[config.mk]
export PLATFORM = sky130hd
export DESIGN_NAME = sal_cmd_sched_flat
export DESIGN_NICKNAME = d
export VERILOG_FILES = /design/src/rtl/sal_sched_pkg.sv /design/src/rtl/sal_cmd_sched_if.sv /design/src/rtl/sal_rr_arbiter.sv /design/src/rtl/sal_cmd_sched.sv /design/src/flat_wrapper.sv
export SDC_FILE = /design/constraint.sdc
export NUM_CORES = 1
export LEC_CHECK = 0
export ABC_AREA = 1
export CORE_ASPECT_RATIO = 1.75
export CORE_MARGIN = 3
export CORE_UTILIZATION = 37
export DETAILED_ROUTE_END_ITERATION = 10
export PLACE_DENSITY_LB_ADDON = 0.1
export SETUP_SLACK_MARGIN = 0.05
export SLEW_MARGIN = 30
export SYNTH_ARGS = -nofsm -noshare
export SYNTH_HDL_FRONTEND = slang
export SYNTH_HIERARCHICAL = 1
export SYNTH_SLANG_ARGS = --single-unit
[constraint.sdc]
create_clock -name clk -period 4.9 [get_ports clk]
set_input_delay 0.98 -clock clk [delete_from_list [all_inputs] [get_ports clk]]
set_output_delay 0.98 -clock clk [all_outputs]
set_load 0.005 [all_outputs]
[src/rtl/sal_sched_pkg.sv]
// rtl/sal_sched_pkg.sv - command enum, DFI encodings, NOP defaults and bus widths for sal_cmd_sched
`ifndef DRAM_RA_WIDTH
`define DRAM_RA_WIDTH 14
`endif
`ifndef DRAM_CA_WIDTH
`define DRAM_CA_WIDTH 10
`endif
`ifndef DFI_ADDR_WIDTH
`define DFI_ADDR_WIDTH 14
`endif
`ifndef DFI_BA_WIDTH
`define DFI_BA_WIDTH 3
`endif
`ifndef DFI_CS_WIDTH
`define DFI_CS_WIDTH 1
`endif
`ifndef T_RRD_WIDTH
`define T_RRD_WIDTH 4
`endif
`ifndef T_CCD_WIDTH
`define T_CCD_WIDTH 4
`endif
`ifndef T_WTR_WIDTH
`define T_WTR_WIDTH 4
`endif
`ifndef T_RTW_WIDTH
`define T_RTW_WIDTH 4
`endif

package sal_sched_pkg;

  localparam int RA_W     = `DRAM_RA_WIDTH;
  localparam int CA_W     = `DRAM_CA_WIDTH;
  localparam int ADDR_W   = `DFI_ADDR_WIDTH;
  localparam int BA_MAX_W = `DFI_BA_WIDTH;
  localparam int CS_W     = `DFI_CS_WIDTH;
  localparam int T_RRD_W  = `T_RRD_WIDTH;
  localparam int T_CCD_W  = `T_CCD_WIDTH;
  localparam int T_WTR_W  = `T_WTR_WIDTH;
  localparam int T_RTW_W  = `T_RTW_WIDTH;
  localparam int A10      = 10;

  // One counter width wide enough for every timing input.
  localparam int CNT_W01 = (T_RRD_W > T_CCD_W) ? T_RRD_W : T_CCD_W;
  localparam int CNT_W23 = (T_WTR_W > T_RTW_W) ? T_WTR_W : T_RTW_W;
  localparam int CNT_W   = (CNT_W01 > CNT_W23) ? CNT_W01 : CNT_W23;

  typedef enum logic [2:0] {
    CMD_NOP,
    CMD_ACT,
    CMD_RD,
    CMD_WR,
    CMD_PRE,
    CMD_REF
  } cmd_e;

  typedef enum logic {
    ST_CKE_LOW,
    ST_ACTIVE
  } sched_state_e;

  localparam logic [2:0] ENC_NOP = 3'b111;
  localparam logic [2:0] ENC_ACT = 3'b011;
  localparam logic [2:0] ENC_RD  = 3'b101;
  localparam logic [2:0] ENC_WR  = 3'b100;
  localparam logic [2:0] ENC_PRE = 3'b010;
  localparam logic [2:0] ENC_REF = 3'b001;

  localparam logic NOP_CS_N = 1'b0;

  function automatic logic [2:0] cmd_enc(input cmd_e cmd);
    logic [2:0] enc;
    case (cmd)
      CMD_ACT: enc = ENC_ACT;
      CMD_RD:  enc = ENC_RD;
      CMD_WR:  enc = ENC_WR;
      CMD_PRE: enc = ENC_PRE;
      CMD_REF: enc = ENC_REF;
      default: enc = ENC_NOP;
    endcase
    return enc;
  endfunction

  // A timing value of 0 behaves as 1, so both load 0.
  function automatic logic [CNT_W-1:0] t_load(input logic [CNT_W-1:0] t);
    return (t == '0) ? '0 : t - CNT_W'(1);
  endfunction

endpackage

[src/rtl/sal_cmd_sched_if.sv]
// rtl/sal_cmd_sched_if.sv - per-bank request/grant bundle plus registered DFI control bus
interface sal_cmd_sched_if #(
  parameter int NUM_BANKS = 8
) ();

  logic [NUM_BANKS-1:0]                          act_req;
  logic [NUM_BANKS-1:0]                          rd_req;
  logic [NUM_BANKS-1:0]                          wr_req;
  logic [NUM_BANKS-1:0]                          pre_req;
  logic [NUM_BANKS-1:0]                          ref_req;
  logic [NUM_BANKS-1:0][sal_sched_pkg::RA_W-1:0] ra;
  logic [NUM_BANKS-1:0][sal_sched_pkg::CA_W-1:0] ca;

  logic [NUM_BANKS-1:0]                          act_gnt;
  logic [NUM_BANKS-1:0]                          rd_gnt;
  logic [NUM_BANKS-1:0]                          wr_gnt;
  logic [NUM_BANKS-1:0]                          pre_gnt;
  logic [NUM_BANKS-1:0]                          ref_gnt;

  logic                                          dfi_cke;
  logic [sal_sched_pkg::CS_W-1:0]                dfi_cs_n;
  logic                                          dfi_ras_n;
  logic                                          dfi_cas_n;
  logic                                          dfi_we_n;
  logic [sal_sched_pkg::BA_MAX_W-1:0]            dfi_ba;
  logic [sal_sched_pkg::ADDR_W-1:0]              dfi_addr;
  logic                                          dfi_odt;

  modport master (
    output act_req, rd_req, wr_req, pre_req, ref_req, ra, ca,
    input  act_gnt, rd_gnt, wr_gnt, pre_gnt, ref_gnt,
    input  dfi_cke, dfi_cs_n, dfi_ras_n, dfi_cas_n, dfi_we_n, dfi_ba, dfi_addr, dfi_odt
  );

  modport slave (
    input  act_req, rd_req, wr_req, pre_req, ref_req, ra, ca,
    output act_gnt, rd_gnt, wr_gnt, pre_gnt, ref_gnt,
    output dfi_cke, dfi_cs_n, dfi_ras_n, dfi_cas_n, dfi_we_n, dfi_ba, dfi_addr, dfi_odt
  );

endinterface

[src/rtl/sal_rr_arbiter.sv]
// rtl/sal_rr_arbiter.sv - N-way round-robin arbiter; search starts one past the last accepted winner
module sal_rr_arbiter #(
  parameter int N     = 8,
  parameter int IDX_W = 3
) (
  input  logic             clk,
  input  logic             rst,
  input  logic [N-1:0]     req_i,
  input  logic             accept_i,
  output logic [N-1:0]     gnt_o,
  output logic [IDX_W-1:0] gnt_idx_o,
  output logic             valid_o
);

  logic [IDX_W-1:0] last_q, last_d;
  logic [IDX_W-1:0] cand;

  always_comb begin
    gnt_o     = '0;
    gnt_idx_o = '0;
    valid_o   = 1'b0;
    cand      = '0;
    for (int i = 1; i <= N; i++) begin
      cand = IDX_W'((int'(last_q) + i) % N);
      if (!valid_o && req_i[cand]) begin
        valid_o     = 1'b1;
        gnt_idx_o   = cand;
        gnt_o[cand] = 1'b1;
      end
    end
  end

  assign last_d = accept_i ? gnt_idx_o : last_q;

  // Reset points at the top bank so bank 0 is searched first.
  always_ff @(posedge clk or posedge rst) begin
    if (rst) begin
      last_q <= IDX_W'(N - 1);
    end else begin
      last_q <= last_d;
    end
  end

endmodule

[src/rtl/sal_cmd_sched.sv]
// rtl/sal_cmd_sched.sv - arbitrates bank commands onto one registered DFI bus with rrd/ccd/wtr/rtw spacing
// SAL_DFI_ODT_EN: drive dfi_odt for the WR command cycle and the 4 cycles after it.
module sal_cmd_sched
  import sal_sched_pkg::*;
#(
  parameter int NUM_BANKS = 8,
  parameter int BA_W      = 3
) (
  input  logic               clk,
  input  logic               rst,
  input  logic [T_RRD_W-1:0] t_rrd,
  input  logic [T_CCD_W-1:0] t_ccd,
  input  logic [T_WTR_W-1:0] t_wtr,
  input  logic [T_RTW_W-1:0] t_rtw,
  sal_cmd_sched_if.slave     bus
);

  sched_state_e          state_q, state_d;
  logic                  cke_q;
  cmd_e                  bank_cmd [NUM_BANKS];
  logic [NUM_BANKS-1:0]  elig;
  logic [NUM_BANKS-1:0]  arb_req;
  logic [NUM_BANKS-1:0]  arb_gnt;
  logic [BA_W-1:0]       arb_idx;
  logic                  arb_valid;
  logic                  ref_all;
  cmd_e                  gnt_cmd;

  logic [CNT_W-1:0]      rrd_cnt_q, rrd_cnt_d;
  logic [CNT_W-1:0]      ccd_cnt_q, ccd_cnt_d;
  logic [CNT_W-1:0]      wtr_cnt_q, wtr_cnt_d;
  logic [CNT_W-1:0]      rtw_cnt_q, rtw_cnt_d;

  logic [2:0]            enc_q, enc_d;
  logic [BA_MAX_W-1:0]   ba_q, ba_d;
  logic [ADDR_W-1:0]     addr_q, addr_d;

  // CKE comes up one edge after reset release; commands wait for it.
  always_comb begin
    state_d = state_q;
    cke_q   = 1'b0;
    case (state_q)
      ST_CKE_LOW: state_d = ST_ACTIVE;
      ST_ACTIVE:  cke_q   = 1'b1;
      default:    state_d = ST_CKE_LOW;
    endcase
  end

  // Only a bank's highest-priority request is considered; it must pass timing itself.
  always_comb begin
    elig = '0;
    for (int b = 0; b < NUM_BANKS; b++) begin
      bank_cmd[b] = CMD_NOP;
      if (bus.rd_req[b]) begin
        bank_cmd[b] = CMD_RD;
        elig[b]     = (ccd_cnt_q == '0) && (wtr_cnt_q == '0);
      end else if (bus.wr_req[b]) begin
        bank_cmd[b] = CMD_WR;
        elig[b]     = (ccd_cnt_q == '0) && (rtw_cnt_q == '0);
      end else if (bus.act_req[b]) begin
        bank_cmd[b] = CMD_ACT;
        elig[b]     = (rrd_cnt_q == '0);
      end else if (bus.pre_req[b]) begin
        bank_cmd[b] = CMD_PRE;
        elig[b]     = 1'b1;
      end
    end
  end

  assign ref_all = cke_q && (&bus.ref_req);
  assign arb_req = (cke_q && !ref_all) ? elig : '0;

  sal_rr_arbiter #(
    .N     (NUM_BANKS),
    .IDX_W (BA_W)
  ) u_arb (
    .clk       (clk),
    .rst       (rst),
    .req_i     (arb_req),
    .accept_i  (arb_valid),
    .gnt_o     (arb_gnt),
    .gnt_idx_o (arb_idx),
    .valid_o   (arb_valid)
  );

  assign gnt_cmd = ref_all   ? CMD_REF :
                   arb_valid ? bank_cmd[arb_idx] : CMD_NOP;

  assign bus.act_gnt = (gnt_cmd == CMD_ACT) ? arb_gnt : '0;
  assign bus.rd_gnt  = (gnt_cmd == CMD_RD)  ? arb_gnt : '0;
  assign bus.wr_gnt  = (gnt_cmd == CMD_WR)  ? arb_gnt : '0;
  assign bus.pre_gnt = (gnt_cmd == CMD_PRE) ? arb_gnt : '0;
  assign bus.ref_gnt = {NUM_BANKS{ref_all}};

  always_comb begin
    rrd_cnt_d = (rrd_cnt_q != '0) ? rrd_cnt_q - CNT_W'(1) : '0;
    ccd_cnt_d = (ccd_cnt_q != '0) ? ccd_cnt_q - CNT_W'(1) : '0;
    wtr_cnt_d = (wtr_cnt_q != '0) ? wtr_cnt_q - CNT_W'(1) : '0;
    rtw_cnt_d = (rtw_cnt_q != '0) ? rtw_cnt_q - CNT_W'(1) : '0;
    case (gnt_cmd)
      CMD_ACT: rrd_cnt_d = t_load(CNT_W'(t_rrd));
      CMD_RD: begin
        ccd_cnt_d = t_load(CNT_W'(t_ccd));
        rtw_cnt_d = t_load(CNT_W'(t_rtw));
      end
      CMD_WR: begin
        ccd_cnt_d = t_load(CNT_W'(t_ccd));
        wtr_cnt_d = t_load(CNT_W'(t_wtr));
      end
      default: ;
    endcase
  end

  always_comb begin
    enc_d  = cmd_enc(gnt_cmd);
    ba_d   = '0;
    addr_d = '0;
    case (gnt_cmd)
      CMD_ACT: begin
        ba_d   = BA_MAX_W'(arb_idx);
        addr_d = ADDR_W'(bus.ra[arb_idx]);
      end
      CMD_RD, CMD_WR: begin
        ba_d        = BA_MAX_W'(arb_idx);
        addr_d      = ADDR_W'(bus.ca[arb_idx]);
        addr_d[A10] = 1'b0;
      end
      CMD_PRE: ba_d = BA_MAX_W'(arb_idx);
      default: ;
    endcase
  end

  always_ff @(posedge clk or posedge rst) begin
    if (rst) begin
      state_q   <= ST_CKE_LOW;
      rrd_cnt_q <= '0;
      ccd_cnt_q <= '0;
      wtr_cnt_q <= '0;
      rtw_cnt_q <= '0;
      enc_q     <= ENC_NOP;
      ba_q      <= '0;
      addr_q    <= '0;
    end else begin
      state_q   <= state_d;
      rrd_cnt_q <= rrd_cnt_d;
      ccd_cnt_q <= ccd_cnt_d;
      wtr_cnt_q <= wtr_cnt_d;
      rtw_cnt_q <= rtw_cnt_d;
      enc_q     <= enc_d;
      ba_q      <= ba_d;
      addr_q    <= addr_d;
    end
  end

  assign bus.dfi_cke   = cke_q;
  assign bus.dfi_cs_n  = {CS_W{NOP_CS_N}};
  assign bus.dfi_ras_n = enc_q[2];
  assign bus.dfi_cas_n = enc_q[1];
  assign bus.dfi_we_n  = enc_q[0];
  assign bus.dfi_ba    = ba_q;
  assign bus.dfi_addr  = addr_q;

`ifdef SAL_DFI_ODT_EN
  logic [2:0] odt_cnt_q, odt_cnt_d;

  // Count 5 covers the WR command cycle on DFI plus the 4 burst cycles after it.
  always_comb begin
    odt_cnt_d = (odt_cnt_q != 3'd0) ? odt_cnt_q - 3'd1 : 3'd0;
    if (gnt_cmd == CMD_WR) odt_cnt_d = 3'd5;
  end

  always_ff @(posedge clk or posedge rst) begin
    if (rst) begin
      odt_cnt_q <= 3'd0;
    end else begin
      odt_cnt_q <= odt_cnt_d;
    end
  end

  assign bus.dfi_odt = (odt_cnt_q != 3'd0);
`else
  assign bus.dfi_odt = 1'b0;
`endif

endmodule

[src/flat_wrapper.sv]
// flat-port wrapper written by rule: the top's interface ports become plain ports
module sal_cmd_sched_flat import sal_sched_pkg::*;
#(
  parameter int NUM_BANKS = 8,
  parameter int BA_W      = 3
)
  (clk, rst, t_rrd, t_ccd, t_wtr, t_rtw, bus_act_req, bus_rd_req, bus_wr_req, bus_pre_req, bus_ref_req, bus_ra, bus_ca, bus_act_gnt, bus_rd_gnt, bus_wr_gnt, bus_pre_gnt, bus_ref_gnt, bus_dfi_cke, bus_dfi_cs_n, bus_dfi_ras_n, bus_dfi_cas_n, bus_dfi_we_n, bus_dfi_ba, bus_dfi_addr, bus_dfi_odt);
  sal_cmd_sched_if #(.NUM_BANKS(NUM_BANKS)) bus_i ();
  input  logic clk;
  input  logic rst;
  input  logic [T_RRD_W-1:0] t_rrd;
  input  logic [T_CCD_W-1:0] t_ccd;
  input  logic [T_WTR_W-1:0] t_wtr;
  input  logic [T_RTW_W-1:0] t_rtw;
  input wire logic [$bits(bus_i.act_req)-1:0] bus_act_req;
  input wire logic [$bits(bus_i.rd_req)-1:0] bus_rd_req;
  input wire logic [$bits(bus_i.wr_req)-1:0] bus_wr_req;
  input wire logic [$bits(bus_i.pre_req)-1:0] bus_pre_req;
  input wire logic [$bits(bus_i.ref_req)-1:0] bus_ref_req;
  input wire logic [$bits(bus_i.ra)-1:0] bus_ra;
  input wire logic [$bits(bus_i.ca)-1:0] bus_ca;
  output wire logic [$bits(bus_i.act_gnt)-1:0] bus_act_gnt;
  output wire logic [$bits(bus_i.rd_gnt)-1:0] bus_rd_gnt;
  output wire logic [$bits(bus_i.wr_gnt)-1:0] bus_wr_gnt;
  output wire logic [$bits(bus_i.pre_gnt)-1:0] bus_pre_gnt;
  output wire logic [$bits(bus_i.ref_gnt)-1:0] bus_ref_gnt;
  output wire logic [$bits(bus_i.dfi_cke)-1:0] bus_dfi_cke;
  output wire logic [$bits(bus_i.dfi_cs_n)-1:0] bus_dfi_cs_n;
  output wire logic [$bits(bus_i.dfi_ras_n)-1:0] bus_dfi_ras_n;
  output wire logic [$bits(bus_i.dfi_cas_n)-1:0] bus_dfi_cas_n;
  output wire logic [$bits(bus_i.dfi_we_n)-1:0] bus_dfi_we_n;
  output wire logic [$bits(bus_i.dfi_ba)-1:0] bus_dfi_ba;
  output wire logic [$bits(bus_i.dfi_addr)-1:0] bus_dfi_addr;
  output wire logic [$bits(bus_i.dfi_odt)-1:0] bus_dfi_odt;
  assign bus_i.act_req = bus_act_req;
  assign bus_i.rd_req = bus_rd_req;
  assign bus_i.wr_req = bus_wr_req;
  assign bus_i.pre_req = bus_pre_req;
  assign bus_i.ref_req = bus_ref_req;
  assign bus_i.ra = bus_ra;
  assign bus_i.ca = bus_ca;
  assign bus_act_gnt = bus_i.act_gnt;
  assign bus_rd_gnt = bus_i.rd_gnt;
  assign bus_wr_gnt = bus_i.wr_gnt;
  assign bus_pre_gnt = bus_i.pre_gnt;
  assign bus_ref_gnt = bus_i.ref_gnt;
  assign bus_dfi_cke = bus_i.dfi_cke;
  assign bus_dfi_cs_n = bus_i.dfi_cs_n;
  assign bus_dfi_ras_n = bus_i.dfi_ras_n;
  assign bus_dfi_cas_n = bus_i.dfi_cas_n;
  assign bus_dfi_we_n = bus_i.dfi_we_n;
  assign bus_dfi_ba = bus_i.dfi_ba;
  assign bus_dfi_addr = bus_i.dfi_addr;
  assign bus_dfi_odt = bus_i.dfi_odt;
  sal_cmd_sched #(.NUM_BANKS(NUM_BANKS), .BA_W(BA_W)) u_core (.clk(clk), .rst(rst), .t_rrd(t_rrd), .t_ccd(t_ccd), .t_wtr(t_wtr), .t_rtw(t_rtw), .bus(bus_i));
endmodule
# Word level (Yosys, flattened, before mapping)
# Index checks and enable logic that the tools add are counted.
# classes
n_reduce_logical,42
order_cmp,18
muxes,150
mul,0
div,0
bitwise,8
n_eq_ne,5
addsub,16
n_shift,0
# op_table
operator,n
two-way mux 3 bit,45
two-way mux 8 bit,13
two-way mux 1 bit,57
OR 8 bit,7
two-way mux 4 bit,12
binary-select mux 14 bit (select 3 bit),1
"< comparator 3 x 4 -> 1 bit, second input constant",9
logical NOT 4 bit,8
"subtractor 4 x 1 -> 4 bit, second input constant",8
binary-select mux 10 bit (select 3 bit),1
case mux 14 bit (2 select lines),1
binary-select mux 1 bit (select 3 bit),8
demux 1 bit (select 3 bit),8
"greater-or-equal comparator 3 x 1 -> 1 bit, second input constant",8
logical AND 1 bit,19
nonzero test 4 bit,4
case mux 3 bit (5 select lines),1
two-way mux 14 bit,1
"adder 3 bit, second input constant",4
two-way mux 10 bit,1
binary-select mux 3 bit (select 3 bit),1
logical NOT 1 bit,8
AND reduction 8 bit,1
"adder 3 x 1 -> 3 bit, second input constant",2
other kinds (8),11
# word_totals
output_inout_bits,63
n_memories,0
reg_bits,40
wordCells,248
ramBits,0
latch_bits,0
in_bits,250
romBits,0

# Logic depth before layout (Yosys ltp)
# depth
word_depth,38
mapped_depth,35
mapped_depth_nobuf,33

# Hierarchy
# Netlist, hierarchy kept.
# modules_own_cells
mod,area_each_um2,instances,cells_each,seq_area_each_um2
sal_cmd_sched,4364.2,1,748,929.6
sal_rr_arbiter,1637.8,1,305,78.8

# Least setup slack after synthesis
# No wires, ideal clock.
# synth_path
kind,input-to-output
from,input port bus_ref_req[6]
to,output port bus_pre_gnt[0]
path_buffers,3
required_ps,3920
path_slack_ps,-4
cell_stages,29
arrival_ps,3924
path_cell_list,nand2_1 > inv_1 > nand3_1 > nand2_1 > a21oi_1 > a21boi_0 > nand2_1 > nand3_1 > nand3_1 > nand2_2 > inv_2 > buf_2 > nand3_1 > nand2_1 > nor2_1 > nand3_1 > nor2_1 > nand3_1 > buf_6 > nor2_1 > nand3_1 > nand3_1 > nand3_1 > nand2_1 > nand2_1 > nand2_1 > nand2_1 > buf_4 > nor2_1
# synth_between
elab_chain_cells,37
elab_cells_between_ends,74
classes_between,eq/ne (1); mux (47); bitwise (8); reduce/logical (18)
# synth_lines
element,line_no,text
from (decl),flat_wrapper.sv:19,input wire logic [$bits(bus_i.ref_req)-1:0] bus_ref_req;
AND reduction 8 bit (*),sal_cmd_sched.sv:70,assign ref_all = cke_q && (&bus.ref_req);
logical AND 1 bit (*),sal_cmd_sched.sv:70,
logical NOT 1 bit (*),sal_cmd_sched.sv:71,assign arb_req = (cke_q && !ref_all) ? elig : '0;
logical AND 1 bit (*),sal_cmd_sched.sv:71,
two-way mux 8 bit (*),sal_cmd_sched.sv:71,
via u_core.arb_req[2],sal_cmd_sched.sv:22,logic [NUM_BANKS-1:0] arb_req;
binary-select mux 1 bit (select 3 bit),sal_rr_arbiter.sv:25,if (!valid_o && req_i[cand]) begin
two-way mux 1 bit (not written as such),sal_rr_arbiter.sv:25,
[... 22 more ...],-,
via u_core.arb_idx[0],sal_cmd_sched.sv:24,logic [BA_W-1:0] arb_idx;
inverter 3 -> 4 bit (not written as such) (*),sal_cmd_sched.sv:87,arb_valid ? bank_cmd[arb_idx] : CMD_NOP;
binary-select mux 3 bit (select 3 bit) (*),sal_cmd_sched.sv:87,
two-way mux 3 bit (not written as such) (*) (2 in series),sal_cmd_sched.sv:87,
two-way mux 3 bit (*),sal_cmd_sched.sv:87,
two-way mux 3 bit (*),sal_cmd_sched.sv:86,assign gnt_cmd = ref_all ? CMD_REF :
== test 3 bit (*),sal_cmd_sched.sv:92,assign bus.pre_gnt = (gnt_cmd == CMD_PRE) ? arb_gnt : '0;
two-way mux 8 bit (*),sal_cmd_sched.sv:92,
to (decl),flat_wrapper.sv:25,output wire logic [$bits(bus_i.pre_gnt)-1:0] bus_pre_gnt;
# Mark *: on every way through the listed nets, which the timed path passes. The rest lies on a longest branch. The select of a mux whose other input is x is not followed.

# Worst setup path in the final report
# layout_path
from,register u_core.ccd_cnt_q[1]
to,output port bus_rd_gnt[5]
# layout_between
elab_chain_cells,37
elab_cells_between_ends,89
classes_between,eq/ne (1); mux (63); bitwise (8); reduce/logical (17)
# layout_lines
element,line_no,text
from (decl),sal_cmd_sched.sv:30,"logic [CNT_W-1:0] ccd_cnt_q, ccd_cnt_d;"
from (signal assigned),sal_cmd_sched.sv:146,ccd_cnt_q <= ccd_cnt_d;
logical NOT 4 bit (*),"sal_cmd_sched.sv:56, sal_cmd_sched.sv:59",
logical AND 1 bit,sal_cmd_sched.sv:59,elig[b] = (ccd_cnt_q == '0) && (rtw_cnt_q == '0);
two-way mux 1 bit,sal_cmd_sched.sv:57,end else if (bus.wr_req[b]) begin
two-way mux 1 bit (*),sal_cmd_sched.sv:54,if (bus.rd_req[b]) begin
two-way mux 8 bit (*),sal_cmd_sched.sv:71,
via u_core.arb_req[2],sal_cmd_sched.sv:22,
binary-select mux 1 bit (select 3 bit),sal_rr_arbiter.sv:25,
two-way mux 1 bit (not written as such),sal_rr_arbiter.sv:25,
[... 22 more ...],-,
via u_core.arb_idx[1],sal_cmd_sched.sv:24,
inverter 3 -> 4 bit (not written as such) (*),sal_cmd_sched.sv:87,
binary-select mux 3 bit (select 3 bit) (*),sal_cmd_sched.sv:87,
two-way mux 3 bit (not written as such) (*) (2 in series),sal_cmd_sched.sv:87,
two-way mux 3 bit (*),sal_cmd_sched.sv:87,
two-way mux 3 bit (*),sal_cmd_sched.sv:86,
== test 3 x 2 -> 1 bit (*),sal_cmd_sched.sv:90,assign bus.rd_gnt = (gnt_cmd == CMD_RD) ? arb_gnt : '0;
two-way mux 8 bit (*),sal_cmd_sched.sv:90,
to (decl),flat_wrapper.sv:23,output wire logic [$bits(bus_i.rd_gnt)-1:0] bus_rd_gnt;
# Marks and branches as above.

==> impl_metrics.json <==
{
  "critical-path-slowest-cell": "sky130_fd_sc_hd__dfrtp_1",
  "drt_first_pass_iters": 7,
  "wire_length_of_the_first_global_routing_pass_um": 47200,
  "result_of_the_run": "finished, violations left",
  "layout.cells.most_common_list": "sky130_fd_sc_hd__nand2_1, sky130_fd_sc_hd__clkdlybuf4s50_1, sky130_fd_sc_hd__buf_4, sky130_fd_sc_hd__nor2_1, sky130_fd_sc_hd__o21ai_0",
  "cts_num_sinks": 40,
  "synth_area_um2": 6000,
  "grt_pass1_vias": 9249,
  "final_critical_path_setup_slack_ns": -0.545,
  "ys_seq_area_share_pct": 16.8,
  "tritoncts.num_buffers": 5,
  "gp_congestion": 0.991,
  "drt_drc_violations_left": 0,
  "groute.usage.overall_pct": 33.9,
  "per_cell_via_count_in_the_routed_design": 5.38,
  "cts_tree": "built",
  "hold_path_depth": 2,
  "numPlacedInstances": 1607,
  "rsz0062_at_grt": "yes",
  "main_combinational_cell_family_by_area_after_synthesis": "simple AND/OR/NAND/NOR gates",
  "hold_path_end": "u_core/u_arb/last_q[0]$_DFFE_PP1P_",
  "post_synth_and_or_nand_nor_area_fraction_pct": 46.0,
  "worst_reg2reg_path_depth": 27,
  "fin_worst_skew_ns": 0.00580,
  "post_synth_fa_ha_maj_area_fraction_pct": 1.25,
  "rows": 61,
  "hold_path.startpoint": "u_core/u_arb/last_q[0]$_DFFE_PP1P_",
  "clk_root_buffer_cell": "sky130_fd_sc_hd__clkbuf_16",
  "synthCells": 1053,
  "final-instance-count-excl-fill": 1707,
  "max_slew_margin_pct": 37.5,
  "route.final.wire_length_um": 31900,
  "layout-area-overhead-vs-synth_pct": 91.2,
  "worst_skew_pair.late_latency_ns": 0.29,
  "netlist.area_leader.share_pct": 17.4,
  "critPathMaxFanout": 9,
  "worstReg2RegEnd": "u_core/bus.dfi_addr[5]$_DFF_PP0_",
  "htree_levels": 2,
  "slew_violations": 0,
  "timing_hold_violations_final": 0,
  "cts-hold-fix-buffers": 0,
  "tightest_slew_ns": 0.938,
  "critPathMaxStageDelay_ns": 0.40,
  "grt_antenna_before_repair": 0,
  "final_count_of_negative_setup_slack_endpoints": 32,
  "placeableCoreArea_um2": 15900,
  "critical_path_required_ns": 3.92,
  "worst_setup_path_end_kind": "output pin",
  "top_level_ports": 313,
  "crit-reg2reg-launch": "u_core/ccd_cnt_q[1]$_DFF_PP0_",
  "layout.nets": 1773,
  "worstSetupStartpointType": "register",
  "synthesized_area_fraction_occupied_by_ao_oa_aoi_and_oai_cells_pct": 22.7,
  "yosys.cell_types.count": 49,
  "place_hpwl_um": 23300,
  "cp_class": "reg -> out",
  "ant_nets": 0,
  "place_ws_ns": -1.29,
  "failed_checks": "negative setup slack",
  "hp-class": "reg -> reg",
  "timing.final.crit_period_ns": 5.44,
  "fp.dieH_um": 174,
  "grt_max_degree": 97,
  "ctsLongestPathBuffers": 2,
  "synth_area_per_cell_um2": 5.70,
  "timing.critical_path.from": "u_core/ccd_cnt_q[1]$_DFF_PP0_",
  "maxcap_violations": 0,
  "routed_wire_per_std_cell_um": 18.7,
  "max_freq_ghz": 0.184,
  "n_antenna_cell": 0,
  "portBuffers": 310,
  "initial_core_util_pct": 37.8,
  "die-width_um": 102,
  "final.setup.tns_ns": -14.61,
  "die-area_um2": 17800,
  "mostFrequentLayoutCell": "sky130_fd_sc_hd__nand2_1",
  "global_route.overflow_total": 0,
  "layout-drive-gt1-share_pct": 30.3,
  "cp.arrival_ns": 4.46,
  "postSynthRegisterBits": 40,
  "reg2reg_setup_slack_ns": 0.16,
  "ys.warnings.count": 6,
  "ranking_of_synthesized_cells_by_area": "sky130_fd_sc_hd__nand2_1, sky130_fd_sc_hd__dfrtp_1, sky130_fd_sc_hd__nor2_1",
  "clkSlewWorstSetupHoldPaths_ns": 0.06,
  "drtIter0Drc": 488,
  "yosys.area.top_type": "sky130_fd_sc_hd__nand2_1",
  "period_share_pct": 111,
  "critPathMostFrequentCell": "sky130_fd_sc_hd__nor2_2",
  "vias": 9185,
  "post_synth_mux_area_share_pct": 0,
  "synth_xor_xnor_area_share_pct": 0
}
## repair_timing
| item | CTS | global route |
|---|---|---|
| setup endpoints to repair | 38 | 63 |
| cloned | 3 | 0 |
| resized for setup | 240 | 136 |
| buffers inserted | 68 | 21 |
| pin swaps | 79 | 57 |
## final cells by class
cell class	instances	area (um^2)
Clock buffer	7	153
Clock inverter	1	30.0
Fill cell	1312	4400
Inverter	93	393
Multi-Input combinational cell	853	4870
Sequential cell	40	1010
Tap cell	189	236
Timing Repair Buffer	524	4780
## cell usage after synthesis, drive strengths merged
cell type and n:
dfrtp 34, nand3b 1, o311ai 9, buf 46
o21bai 1, a21oi 62, ha 6, inv 90
o31ai 11, a21o 1, a21boi 7, a221oi 2
o21a 1, o211ai 1, nand4 6, o21ai 98
nor3b 1, nand2 291, clkinv 3, or2 2
clkbuf 23, nor3 29, o221ai 26, a22oi 1
nor2 187, a31oi 2, dfstp 6, nand3 104
conb 2
## worst max-delay path, delay by kind of cell, from the launching register on
family / cells / cell delay [ns]
AND/OR/NAND/NOR: 18 / 1.71
buffers and inverters: 11 / 1.54
AO/OA/AOI/OAI: 3 / 0.52
flip-flops: 1 / 0.40
## through the flow
| stage | hold WS (ns) | util [%] | area (um^2) |
|---|---|---|---|
| final | 0.542 | 72.3 | 11500 |
| after global routing | 0.589 | 72.3 | 11500 |
| after CTS | 0.538 | 69.7 | 11100 |
| after detailed placement | 0.528 | 62.5 | 9920 |
| after global placement | 0.509 | 62.5 | 9920 |
| after floorplan | 0.494 | - | 6010 |
## state kept, by name (all words and copies together), names as in the netlist
signal / flops
u_core/rtw_cnt_q: 4
u_core/bus.dfi_ba: 3
u_core/state_q: 1
u_core/ccd_cnt_q: 4
u_core/enc_q: 3
u_core/rrd_cnt_q: 4
u_core/u_arb/last_q: 3
u_core/wtr_cnt_q: 4
u_core/bus.dfi_addr: 14
## logic make-up (layout without fill, tap and decap cells)
kind of cell             after synthesis  after routing
adder cells (fa/ha/maj)                6              6
AND/OR/NAND/NOR                      621            622
other                                  2              3
buffers and inverters                162            625
flip-flops                            40             40
AO/OA/AOI/OAI                        222            222
## layer usage
metal / up-vias / wire length [um] / track usage (%)
met1: 4234 / 10200 / 32.4
met3: 126 / 2090 / 5.62
li1: 4413 / - / -
met5: - / 0 / 0
met4: 0 / 2130 / 18.7
met2: 412 / 17600 / 65.2
## worst max path at each step
stage | end | slack [ns] | cells after the start
after floorplan | bus_pre_gnt[0] | 0.06 | 29
after global placement | bus_wr_gnt[1] | -1.28 | 29
after detailed placement | bus_wr_gnt[5] | -1.29 | 29
after CTS | bus_rd_gnt[1] | -0.44 | 31
after global routing | bus_rd_gnt[5] | -0.79 | 31
final | bus_rd_gnt[5] | -0.54 | 32
Power is not shown: default switching activity piles up to over one toggle a cycle in this logic, so the estimate is an artifact.
